[src/rtl/muldiv_pkg.sv]
// rtl/muldiv_pkg.sv - shared op encodings, FSM states and helpers for the multiply/divide unit
package muldiv_pkg;

  localparam int XLEN   = 32;
  localparam int ITER_W = $clog2(XLEN);

  localparam logic [2:0] OP_MUL   = 3'd0;
  localparam logic [2:0] OP_MULH  = 3'd1;
  localparam logic [2:0] OP_MULHU = 3'd2;
  localparam logic [2:0] OP_DIV   = 3'd3;
  localparam logic [2:0] OP_DIVU  = 3'd4;
  localparam logic [2:0] OP_REM   = 3'd5;
  localparam logic [2:0] OP_REMU  = 3'd6;
  localparam logic [2:0] OP_RSVD  = 3'd7;

  typedef enum logic [1:0] {
    IDLE,
    CALC,
    FIX,
    WB
  } state_t;

  function automatic logic is_div_op(input logic [2:0] op);
    return (op == OP_DIV) || (op == OP_DIVU) || (op == OP_REM) || (op == OP_REMU);
  endfunction

  // Only these ops work on magnitudes; everything else uses the raw operands.
  function automatic logic is_signed_op(input logic [2:0] op);
    return (op == OP_MULH) || (op == OP_DIV) || (op == OP_REM);
  endfunction

endpackage

[src/rtl/muldiv_if.sv]
// rtl/muldiv_if.sv - issue and write-back signals between pipeline control and the multiply/divide unit
interface muldiv_if #(
  parameter int WIDTH      = 32,
  parameter int REG_ADDR_W = 5
);

  logic                  start;
  logic [2:0]            op;
  logic [WIDTH-1:0]      operand_a;
  logic [WIDTH-1:0]      operand_b;
  logic [REG_ADDR_W-1:0] dest_reg;
  logic                  kill;
  logic                  busy;
  logic                  done;
  logic                  wb_en;
  logic [REG_ADDR_W-1:0] wb_reg;
  logic [WIDTH-1:0]      wb_data;

  modport master (
    output start, op, operand_a, operand_b, dest_reg, kill,
    input  busy, done, wb_en, wb_reg, wb_data
  );

  modport slave (
    input  start, op, operand_a, operand_b, dest_reg, kill,
    output busy, done, wb_en, wb_reg, wb_data
  );

endinterface

[src/rtl/muldiv_unit.sv]
// rtl/muldiv_unit.sv - iterative shift-add multiply / restoring divide with fixed 34-cycle latency
module muldiv_unit
  import muldiv_pkg::*;
#(
  parameter int WIDTH      = XLEN,
  parameter int REG_ADDR_W = 5
) (
  input logic     clk,
  input logic     rst_n,
  muldiv_if.slave bus
);

  localparam int CNT_W = $clog2(WIDTH);

  state_t                state;
  state_t                state_nxt;
  logic [CNT_W-1:0]      cnt;
  logic [2:0]            op_q;
  logic [REG_ADDR_W-1:0] dest_q;
  logic                  sign_a;
  logic                  sign_b;
  logic                  b_zero;
  logic [2*WIDTH-1:0]    acc;
  logic [WIDTH-1:0]      mreg;
  logic [REG_ADDR_W-1:0] wb_reg_q;
  logic [WIDTH-1:0]      wb_data_q;

  logic                  accept;
  logic                  div_q;
  logic                  in_sa;
  logic                  in_sb;
  logic [WIDTH-1:0]      mag_a;
  logic [WIDTH-1:0]      mag_b;
  logic [WIDTH:0]        add_x;
  logic [WIDTH:0]        add_y;
  logic                  add_sub;
  logic [WIDTH+1:0]      add_res;
  logic [2*WIDTH-1:0]    acc_step;
  logic [WIDTH-1:0]      quo;
  logic [WIDTH-1:0]      rem;
  logic [WIDTH-1:0]      fix_result;

  assign accept = (state == IDLE) && bus.start && !bus.kill;
  assign div_q  = is_div_op(op_q);
  assign in_sa  = is_signed_op(bus.op) && bus.operand_a[WIDTH-1];
  assign in_sb  = is_signed_op(bus.op) && bus.operand_b[WIDTH-1];
  assign mag_a  = in_sa ? -bus.operand_a : bus.operand_a;
  assign mag_b  = in_sb ? -bus.operand_b : bus.operand_b;

  always_comb begin
    state_nxt = state;
    case (state)
      IDLE: if (accept) state_nxt = CALC;
      CALC: begin
        if (bus.kill) state_nxt = IDLE;
        else if (cnt == CNT_W'(WIDTH - 1)) state_nxt = FIX;
      end
      FIX:  state_nxt = bus.kill ? IDLE : WB;
      WB:   state_nxt = IDLE;
      default: state_nxt = IDLE;
    endcase
  end

  // One adder serves both loops: add multiplicand to the upper half, or trial-subtract the divisor.
  always_comb begin
    add_x   = {1'b0, acc[2*WIDTH-1:WIDTH]};
    add_y   = {1'b0, mreg};
    add_sub = 1'b0;
    if (div_q) begin
      add_x   = acc[2*WIDTH-1:WIDTH-1];
      add_sub = 1'b1;
    end
  end

  assign add_res = {1'b0, add_x} + {1'b0, add_sub ? ~add_y : add_y} + {{(WIDTH+1){1'b0}}, add_sub};

  // Divide: carry out of the trial subtract means the shifted remainder covered the divisor.
  always_comb begin
    acc_step = acc;
    if (div_q) begin
      if (add_res[WIDTH+1]) acc_step = {add_res[WIDTH-1:0], acc[WIDTH-2:0], 1'b1};
      else                  acc_step = {acc[2*WIDTH-2:0], 1'b0};
    end else if (acc[0]) begin
      acc_step = {add_res[WIDTH:0], acc[WIDTH-1:1]};
    end else begin
      acc_step = {1'b0, acc[2*WIDTH-1:1]};
    end
  end

  assign quo = acc[WIDTH-1:0];
  assign rem = acc[2*WIDTH-1:WIDTH];

  // High word of a negated product: invert, and carry in only when the low word is zero.
  always_comb begin
    fix_result = '0;
    case (op_q)
      OP_MUL:   fix_result = quo;
      OP_MULH:  fix_result = (sign_a ^ sign_b) ? (~rem + WIDTH'(quo == '0)) : rem;
      OP_MULHU: fix_result = rem;
      OP_DIV, OP_DIVU: begin
        if (b_zero)               fix_result = '1;
        else if (sign_a ^ sign_b) fix_result = -quo;
        else                      fix_result = quo;
      end
      OP_REM, OP_REMU: fix_result = sign_a ? -rem : rem;
      default:  fix_result = '0;
    endcase
  end

  always_ff @(posedge clk) begin
    if (!rst_n) begin
      state     <= IDLE;
      cnt       <= '0;
      op_q      <= OP_MUL;
      dest_q    <= '0;
      sign_a    <= 1'b0;
      sign_b    <= 1'b0;
      b_zero    <= 1'b0;
      acc       <= '0;
      mreg      <= '0;
      wb_reg_q  <= '0;
      wb_data_q <= '0;
    end else begin
      state <= state_nxt;
      case (state)
        IDLE: begin
          if (accept) begin
            op_q   <= bus.op;
            dest_q <= bus.dest_reg;
            sign_a <= in_sa;
            sign_b <= in_sb;
            b_zero <= (bus.operand_b == '0);
            cnt    <= '0;
            if (is_div_op(bus.op)) begin
              mreg <= mag_b;
              acc  <= {{WIDTH{1'b0}}, mag_a};
            end else begin
              mreg <= mag_a;
              acc  <= {{WIDTH{1'b0}}, mag_b};
            end
          end
        end
        CALC: begin
          cnt <= cnt + CNT_W'(1);
          acc <= acc_step;
        end
        FIX: begin
          if (!bus.kill) begin
            wb_reg_q  <= dest_q;
            wb_data_q <= fix_result;
          end
        end
        default: ;
      endcase
    end
  end

  assign bus.busy    = (state != IDLE);
  assign bus.done    = (state == WB);
  assign bus.wb_en   = (state == WB) && (dest_q != '0);
  assign bus.wb_reg  = wb_reg_q;
  assign bus.wb_data = wb_data_q;

endmodule

[src/flat_wrapper.sv]
// flat-port wrapper written by rule: the top's interface ports become plain ports
module muldiv_unit_flat import muldiv_pkg::*;
#(
  parameter int WIDTH      = XLEN,
  parameter int REG_ADDR_W = 5
)
  (clk, rst_n, bus_start, bus_op, bus_operand_a, bus_operand_b, bus_dest_reg, bus_kill, bus_busy, bus_done, bus_wb_en, bus_wb_reg, bus_wb_data);
  muldiv_if #(.WIDTH(WIDTH), .REG_ADDR_W(REG_ADDR_W)) bus_i ();
  input logic clk;
  input logic rst_n;
  input wire logic [$bits(bus_i.start)-1:0] bus_start;
  input wire logic [$bits(bus_i.op)-1:0] bus_op;
  input wire logic [$bits(bus_i.operand_a)-1:0] bus_operand_a;
  input wire logic [$bits(bus_i.operand_b)-1:0] bus_operand_b;
  input wire logic [$bits(bus_i.dest_reg)-1:0] bus_dest_reg;
  input wire logic [$bits(bus_i.kill)-1:0] bus_kill;
  output wire logic [$bits(bus_i.busy)-1:0] bus_busy;
  output wire logic [$bits(bus_i.done)-1:0] bus_done;
  output wire logic [$bits(bus_i.wb_en)-1:0] bus_wb_en;
  output wire logic [$bits(bus_i.wb_reg)-1:0] bus_wb_reg;
  output wire logic [$bits(bus_i.wb_data)-1:0] bus_wb_data;
  assign bus_i.start = bus_start;
  assign bus_i.op = bus_op;
  assign bus_i.operand_a = bus_operand_a;
  assign bus_i.operand_b = bus_operand_b;
  assign bus_i.dest_reg = bus_dest_reg;
  assign bus_i.kill = bus_kill;
  assign bus_busy = bus_i.busy;
  assign bus_done = bus_i.done;
  assign bus_wb_en = bus_i.wb_en;
  assign bus_wb_reg = bus_i.wb_reg;
  assign bus_wb_data = bus_i.wb_data;
  muldiv_unit #(.WIDTH(WIDTH), .REG_ADDR_W(REG_ADDR_W)) u_core (.clk(clk), .rst_n(rst_n), .bus(bus_i));
endmodule
[config.mk]
export PLATFORM = sky130hd
export DESIGN_NAME = muldiv_unit_flat
export DESIGN_NICKNAME = d
export VERILOG_FILES = /design/src/rtl/muldiv_pkg.sv /design/src/rtl/muldiv_if.sv /design/src/rtl/muldiv_unit.sv /design/src/flat_wrapper.sv
export SDC_FILE = /design/constraint.sdc
export NUM_CORES = 1
export LEC_CHECK = 0
export CORE_MARGIN = 2
export CORE_UTILIZATION = 60
export DETAILED_ROUTE_END_ITERATION = 16
export PLACE_DENSITY = 0.82
export SLEW_MARGIN = 10
export SYNTH_ARGS = -nofsm -noshare
export SYNTH_HDL_FRONTEND = slang
export SYNTH_SLANG_ARGS = --single-unit
[constraint.sdc]
create_clock -name clk -period 8.1 [get_ports clk]
set_input_delay 2.43 -clock clk [delete_from_list [all_inputs] [get_ports clk]]
set_output_delay 2.43 -clock clk [all_outputs]
set_load 0.005 [all_outputs]
Word level (Yosys, flattened, before mapping)
Index checks and enable logic that the tools add are counted.

Bits in registers: 151. Input port bits: 76. Output and inout bits: 40. Logic and storage cells: 91.

Add/sub/neg operators: 8. Eq/ne operators: 17. Mux-type cells: 24. Bitwise gates (word level): 4. Reduce and logical (&&, ||, !) cells: 27.

Operators with widths (number): 2-to-1 mux 32 bit (8); 2-to-1 mux 64 bit (4); case mux 32 bit (5 select lines) (1); negator 32 bit (4); case mux 64 bit (2 select lines) (1); 2-to-1 mux 33 bit (2); logical NOT 32 bit (2); adder 33 x 33 -> 34 bit (1); adder 34 x 1 -> 34 bit (1); NOT 32 -> 33 bit (1); adder 32 x 1 -> 32 bit (1); NOT 32 bit (1); == test 3 bit, second input constant (6); case mux 5 bit (2 select lines) (1); == test 3 x 2 -> 1 bit, second input constant (3); logical OR 1 bit (8); 2-to-1 mux 2 bit (4); case mux 2 bit (4 select lines) (1); AND reduction 2 bit (4); == test 3 x 1 -> 1 bit, second input constant (2); adder 5 x 1 -> 5 bit, second input constant (1); == test 5 bit, second input constant (1); logical AND 1 bit (5); 2-to-1 mux 5 bit (1); 13 further kinds (16).

Logic depth before layout (Yosys ltp)
Gate-level depths: netlist of the first run.

Depth after elaboration: 11. Depth in mapped cells: 22.

Worst setup path before layout of the first run
Ideal clock, no wire load.

Path kind: register to register. Start: register u_core.op_q[0]. End: register u_core.acc[56]. Data arrival time: 4.659 ns. Setup slack: 3.319 ns. Cell stages (with the launch flop): 21. Path buffers: 7. Path through: dfxtp_1 clkbuf_1 and3b_1 or2_1 clkbuf_1 clkbuf_1 buf_1 buf_1 nand2_1 nand2_1 ha_1 clkbuf_1 o21ai_0 a21oi_1 nor4bb_1 o311a_1 or4b_1 a31o_2 buf_2 mux2_1 a221o_1.

Longest elaborated chain between the ends: 11. Elaborated cells between the ends (all ways): 16.

Ends and longest elaborated chain: start, declared (RTL line muldiv_unit.sv:18) `logic [2:0] op_q;`; start signal, assigned (RTL line muldiv_unit.sv:128) `op_q <= bus.op;`; == test 3 x 2 -> 1 bit / == test 3 bit (equally long branches) (RTL line muldiv_pkg.sv:24) `return (op == OP_DIV) || (op == OP_DIVU) || (op == OP_REM) || (op == OP_REMU);`; logical OR 1 bit (2 in series) (RTL line muldiv_pkg.sv:24); logical OR 1 bit * (RTL line muldiv_pkg.sv:24); 2-to-1 mux 1 bit (RTL line muldiv_unit.sv:69) `if (div_q) begin`; 2-to-1 mux 33 bit (RTL line muldiv_unit.sv:75) `assign add_res = {1'b0, add_x} + {1'b0, add_sub ? ~add_y : add_y} + {{(WIDTH+1){1'b0}}, add_sub};`; adder 33 x 33 -> 34 bit (RTL line muldiv_unit.sv:75); adder 34 x 1 -> 34 bit (RTL line muldiv_unit.sv:75); 2-to-1 mux 64 bit, on equally long branches (RTL line muldiv_unit.sv:83, muldiv_unit.sv:81); 2-to-1 mux 64 bit * (RTL line muldiv_unit.sv:80) `if (div_q) begin`; case mux 64 bit (2 select lines) * (RTL line muldiv_unit.sv:125) `case (state)`; end signal, assigned (RTL line muldiv_unit.sv:136) `acc <= {{WIDTH{1'b0}}, mag_a};`; end signal, assigned (RTL line muldiv_unit.sv:139) `acc <= {{WIDTH{1'b0}}, mag_b};`; end signal, assigned (RTL line muldiv_unit.sv:145) `acc <= acc_step;`; end, declared (RTL line muldiv_unit.sv:23) `logic [2*WIDTH-1:0] acc;`.

Every way passes the cells marked *; elsewhere a longest branch is shown, timed or not. A chain may end at the register's enable or synchronous reset.

Worst setup path after layout of the first run
Start: register u_core.op_q[2]. End: register u_core.acc[53].

Same word-level chain as after synthesis.

==> results of run 1 <==
[cells in the mapped netlist, types with 13 or more instances]
library cell  number  area, µm²
a22oi_1           33        248
o21ai_0          142        711
a211oi_1          29        218
nor4_1            19        119
a311oi_1          29        254
nand2_1          385       1450
mux2i_1           63        631
a21o_1            20        150
clkbuf_1         140        526
buf_1             22       82.6
o41ai_1           13        114
o31ai_1           30        225
dfxtp_1          151       3020
nand4_1           13       81.3
o22ai_1           17        106
nand3_1           51        255
a21oi_1          179        896
inv_1             25       93.8
o221ai_1          21        184
xnor2_1          115       1010
a31oi_1           29        181
nor3_1            40        200
ha_1              39        488
and3_1            18        113
o211ai_1          30        225
nor2_1           169        634
nor2b_1           13       81.3
xor2_1            78        683
[logic make-up (layout without fill, tap and decap cells)]
group                    count (synthesis)  after routing  share of synthesized area, %
AO/OA/AOI/OAI                          655            655                          29.3
XOR/XNOR                               193            193                          11.6
adder cells (fa/ha/maj)                 40             40                          3.50
buffers and inverters                  208            203                          6.16
flip-flops                             151            151                          20.8
multiplexers                            71             71                          4.96
AND/OR/NAND/NOR                        777            777                          23.7
[final cells by class]
class                      count  share of cell area [%]
clock inverter                14                   0.806
inverter                      26                   0.605
multi-input combinational   1736                    66.2
tap                          319                    2.47
sequential                   151                    18.7
timing repair buffer         145                    8.53
clock buffer                  18                    2.66
[worst max path at each step]
stage / startpoint / endpoint / slack [ps] / depth (start not counted)
2_1_floorplan: u_core.op_q[0] / u_core.acc[56] / 3320 / 20
3_3_place_gp: bus_operand_b[20] / u_core.acc[29] / 2400 / 9
3_5_place_dp: bus_operand_b[20] / u_core.acc[29] / 2380 / 9
4_1_cts: u_core.op_q[2] / u_core.acc[56] / 2410 / 15
6_report: u_core.op_q[2] / u_core.acc[53] / 2160 / 16
5_1_grt: u_core.op_q[2] / u_core.acc[59] / 1860 / 15
[worst reg2reg max path, cell delays in order (launching register included)]
cell and delay, ps:
dfxtp_1 310, buf_4 390, a21boi_1 450, or2_2 690
buf_4 560, nand2_1 110, nand2_1 100, ha_1 300
a21o_1 250, and3_1 200, o311ai_0 1110, nor2_1 270
a21boi_0 450, xnor2_1 140, mux2i_1 170, nor2_1 70
a221o_1 280
[cell usage in the layout (no fill, tap or decap), drive strengths merged, types with 29 or more instances in the layout]
cell and count:
inv 35, a21oi 179, buf 30, dfxtp 151, nor2 169, o21ai 147
a31oi 29, o211ai 30, ha 39, xor2 78, xnor2 115, nand3 51
o31ai 33, a22oi 33, a211oi 29, nand2 385, nor3 40, clkdlybuf4s50 115
a311oi 29, mux2i 63
[power by group through the flow]
stage               Combinational (mW)  Clock (mW)  Sequential [mW]
floorplan                        0.398           0            0.805
global placement                 0.550           0            0.842
detailed placement               0.558           0            0.843
CTS                              0.560       0.798            0.826
global route                     0.621       0.828            0.831
finish                           0.581       0.801            0.832
[per-layer routing]
layer	wire length [µm]	track usage, %	vias up
met5	0	0	-
met4	3770	24.6	0
met3	7890	13.0	257
met2	23800	64.8	1248
met1	21600	56.1	7742
li1	-	-	7501
==> results.txt, run 1 <==
Post-Syn Nets = 2,211
Tmin final = 5940 ps
Final Net Count = 2,193
Crit path max-delay family = compound AO/OA/AOI/OAI gates
WP data required = 8440 ps
Die Y = 160 µm
Core Box Area = 23,600 µm²
Outcome = finished clean
Vias in the first global route = 15.1k
Sw Ratio = 37.4%
Hold buffers post-CTS = 0
Final worst slack = 2160 ps
Syn avg cell area = 6.94 µm²
Finished Cell Area = 16,100 µm²
Routed Antenna Nets = 0
CTS tree = done
Hold Path Stages = 2
Synth unique cells = 85
RSZ-0062 raised after global routing = no
Pint = 1.39 mW
Async set-reset flop share out of synthesis = 0%
Crit-path max FO = 43
Post-DP Area = 15,600 µm²
Least-Margin Pin Slew = 1340 ps
CTS resizes = 0
Max-cap viol count = 0
Rows = 56
Power consumption = 2.21 mW
# fillers = 2,132
Flops & latches, synth = 151
Total CTS buffers = 17
Reg area = 3020 µm²
Post-synth EDFFs = 0
Reg2reg start = u_core.op_q[2]
Type of the most critical hold path = register to register
Global-route usage over all layers = 43.5%
PD cells = 137 nW/µm²
Final hold vios = 0
Main synth FF type = dfxtp_1
Die area = 25,500 µm²
Final Hold Slack = 451 ps
Worst reg-to-reg path cell count = 16
Synth warn = 0
Clock sinks = 151
Largest net degree at the start of global routing = 98
Final Setup Violations = 0
Max VDD drop = 103 µV
Root Buffer = clkbuf_16
Clk pwr share = 36.2%
Fin cells = 2,409
Hold wc startpoint = u_core.bus.wb_data[16]
Post-Place Worst Slack = 2380 ps
Total grt overflow = 0
Startpoint types = register
Core Util, Final = 68.4%
Clk_lat worst skew = 450 ps
Arr. time, crit path = 6280 ps
PortBufs = 115
Critical path class = register to register
Syn Inst Count = 2,095
Worst-case clock buffer depth = 2
Reg-to-reg endpoint = u_core.acc[53]
Clock transition at path regs = 80 ps
First-pass GRT wire length = 87.5 mm
Reg2reg setup slack = 2160 ps
Setup TNS = 0 ps
Final Cycle Share = 73.4%
Starting Density = 61.5%
Seq pwr share = 37.6%
DP Wirelength = 42.4 mm
Drt wl/cell = 23.7 µm
Layout cells sized above 1 = 4.83%
Combinational share of power = 26.2%
Critical path endpoint category = register
Multi-input gate area = 10,700 µm²
Max reg flops = 64
H-tree depth = 4
Top Ports = 116
Drt first pass iters = 6
CP max stage cell = o311ai_0
Vias = 16.7k
# DRC = 0
Buf/Inv on CP = 2
Slew Limit Fails = 0
P_sw = 0.828 mW
Die W = 160 µm
RePlAce Congestion = 1.08
DR iter-0 viols = 2,460
F_max = 168 MHz
ANT cells = 0
Slew margin rel. = 9.62%
Hold Path End = u_core.bus.wb_data[16]
Initial antenna violation count = 0
Post-CTS setup buffer count = 0
Register area share after synthesis = 20.8%
Post-Route Skew = 14.5 ps
Post-synthesis cell area = 14,500 µm²
P_leak = 6.00 nW
Reg with most FFs = u_core.acc
Drt via density = 6.95
Placed insts = 2,377
Largest stage delay on the critical path = 1110 ps
Area Overhead vs Synth = 11.1%
DRT Wirelength = 57.1 mm
Worst path cell trace = buf_4 -> a21boi_1 -> or2_2 -> buf_4 -> nand2_1 -> nand2_1 -> ha_1 -> a21o_1 -> and3_1 -> o311ai_0 -> nor2_1 -> a21boi_0 -> xnor2_1 -> mux2i_1 -> nor2_1 -> a221o_1
(Power assumes the default switching activity.)
==> run 2: changes to the inputs <==
--- a/config.mk
+++ b/config.mk
@@ -6,9 +6,9 @@
 export NUM_CORES = 1
 export LEC_CHECK = 0
 export CORE_MARGIN = 2
-export CORE_UTILIZATION = 60
+export CORE_UTILIZATION = 55
 export DETAILED_ROUTE_END_ITERATION = 16
-export PLACE_DENSITY = 0.82
+export PLACE_DENSITY = 0.79
 export SLEW_MARGIN = 10
 export SYNTH_ARGS = -nofsm -noshare
 export SYNTH_HDL_FRONTEND = slang
==> constraint.sdc (replaced) <==
create_clock -name clk -period 5.1 [get_ports clk]
set_input_delay 1.53 -clock clk [delete_from_list [all_inputs] [get_ports clk]]
set_output_delay 1.53 -clock clk [all_outputs]
set_load 0.005 [all_outputs]
==> results.txt, run 2 (synthesized netlist as in run 1, its figures left out) <==
Max reg flops = 64 (unchanged)
Layout cells sized above 1 = 7.49% (+2.7 points)
Clk_lat worst skew = 440 ps (about the same)
RSZ-0062 raised after global routing = no
PD cells = 215 nW/µm² (+57%)
Crit path top cell by count = buf_4
Max-cap viol count = 0 (unchanged)
Final hold vios = 0 (unchanged)
ANT cells = 0 (unchanged)
Initial antenna violation count = 0 (unchanged)
Global-route usage over all layers = 40.2% (-3.3 points)
Max VDD drop = 202 µV (+97%)
Commonest cells after routing, fill and taps aside = nand2_1 (385), a21oi_1 (179), nor2_1 (167)
Combinational share of power = 26.9% (+0.7 points)
PortBufs = 115 (unchanged)
Drt first pass iters = 10 (+4)
Starting Density = 55.9% (-5.6 points)
Hold buffers post-CTS = 0 (unchanged)
Root Buffer = clkbuf_16
Vias in the first global route = 15.1k (+0.28%)
Post-CTS setup buffer count = 0 (unchanged)
Pint = 2.28 mW (+65%)
DP Wirelength = 44.2 mm (+4.2%)
Startpoint types = register
# fillers = 2,333 (+9.4%)
Crit-path max FO = 36 (-16%)
Drt via density = 6.70 (-3.6%)
Slew margin rel. = 24.9% (+15 points)
Area Overhead vs Synth = 14.6%
Met3 usage = 8.29% (-4.7 points)
Largest net degree at the start of global routing = 61 (-38%)
Die area = 27,700 µm² (+8.9%)
F_max = 210 MHz (+25%)
Top Ports = 116 (unchanged)
Critical path endpoint category = register
Routed Antenna Nets = 0 (unchanged)
Rows = 59 (+5.4%)
Post-Route Skew = 15.8 ps (+1.37 ps)
First-pass GRT wire length = 88.5 mm (+1.1%)
P_leak = 6.32 nW (+5.3%)
Least-Margin Pin Slew = 1130 ps (-214 ps)
DRT Wirelength = 57.7 mm (+1.1%)
CTS resizes = 0 (unchanged)
Commonest non-fill, non-tap cell in the layout = nand2_1
Arr. time, crit path = 5100 ps (-1180 ps)
Final Net Count = 2,253 (+2.7%)
Worst path cell trace = and3b_1 -> nor2_4 -> buf_4 -> nand2_1 -> o21ai_0 -> ha_1 -> o2111ai_1 -> o211a_1 -> a211oi_1 -> buf_4 -> or4b_1 -> a31o_2 -> mux2_1 -> a221o_1
Outcome = finished clean
M1 GR Usage = 51.7% (-4.3 points)
Clock transition at path regs = 70 ps (about the same)
P_sw = 1.30 mW (+57%)
Final Cycle Share = 93.5% (+20 points)
Multi-input gate area = 10,700 µm² (about the same)
Core Box Area = 26,000 µm² (+10%)
Tmin final = 4770 ps (-1170 ps)
Largest stage delay on the critical path = 690 ps (-420 ps)
Reg area = 3020 µm² (unchanged)
Type of the most critical hold path = register to register
Vias = 16.7k (-0.55%)
Worst-case clock buffer depth = 2 (unchanged)
Slew Limit Fails = 0 (unchanged)
RePlAce Congestion = 1.07 (-0.75%)
Seq pwr share = 36.6% (-1.0 points)
CP max stage cell = nor2_4
Setup TNS = 0 ps (unchanged)
Drt wl/cell = 23.2 µm (-2.0%)
Reg with most FFs = u_core.acc
H-tree depth = 4 (unchanged)
CTS tree = done
Total grt overflow = 0 (unchanged)
Final Setup Violations = 0 (unchanged)
Die W = 167 µm (+4.3%)
Total CTS buffers = 17 (unchanged)
Met2 usage = 62.7% (-2.1 points)
GR peak layer = met2
Clk pwr share = 36.5% (+0.3 points)
Sw Ratio = 36.4% (-1.0 points)
WP data required = 5430 ps (-3010 ps)
Placed insts = 2,453 (+3.2%)
Fin cells = 2,485 (+3.2%)
Clock sinks = 151 (unchanged)
Core Util, Final = 64.1% (-4.3 points)
Die Y = 167 µm (+4.3%)
# DRC = 0 (unchanged)
DR iter-0 viols = 2,559 (+4.0%)
Critical path class = register to register
## run 2: worst paths after layout
| check | start | end | slack [ps] | depth (start not counted) |
|---|---|---|---|---|
| worst max-delay path | u_core.op_q[2] | u_core.acc[56] | 330 | 14 |
| worst min-delay path | u_core.bus.wb_data[27] | u_core.bus.wb_data[27] | 450 | 1 |
| worst max register to register | u_core.op_q[2] | u_core.acc[56] | 330 | 14 |
| worst min register to register | u_core.bus.wb_data[27] | u_core.bus.wb_data[27] | 450 | 1 |
## run 2: through the flow
stage          area, µm²  total power, mW  hold slack (ps)  setup slack [ps]
3_5_place_dp       16100             2.26              436               417
4_1_cts            16700             3.55              451               409
3_3_place_gp       16100             2.25              435               496
2_1_floorplan      14500             1.91              415               319
6_report           16700             3.59              451               330
5_1_grt            16700             3.69              473               144
## run 2: routing by layer
layer | part of all wire, % | vias up
li1 | - | 7639
met2 | 43 | 1131
met4 | 6.7 | 0
met3 | 11 | 228
met1 | 40 | 7658
met5 | 0 | -
## run 2: final cells by class
type                            count  area share (%)
Timing Repair Buffer              205            11.0
Sequential cell                   151            18.2
Multi-Input combinational cell   1736            64.2
Tap cell                          335            2.52
Clock buffer                       18            2.58
Inverter                           26           0.586
Clock inverter                     14           0.917
## run 2: critical path, delay by kind of cell (launching register included)
| kind | cells | cell delay (ps) |
|---|---|---|
| buffers and inverters | 2 | 640 |
| AO/OA/AOI/OAI | 6 | 1290 |
| flip-flops | 1 | 370 |
| AND/OR/NAND/NOR | 4 | 1620 |
| multiplexers | 1 | 380 |
| adder cells (fa/ha/maj) | 1 | 350 |
## run 2: power groups by stage
stage	combinational, mW	sequential, mW	clock, mW
final	0.965	1.31	1.31
after detailed placement	0.932	1.33	0
after CTS	0.936	1.30	1.31
after global routing	1.03	1.31	1.35
after floorplan	0.632	1.28	0
after global placement	0.918	1.33	0
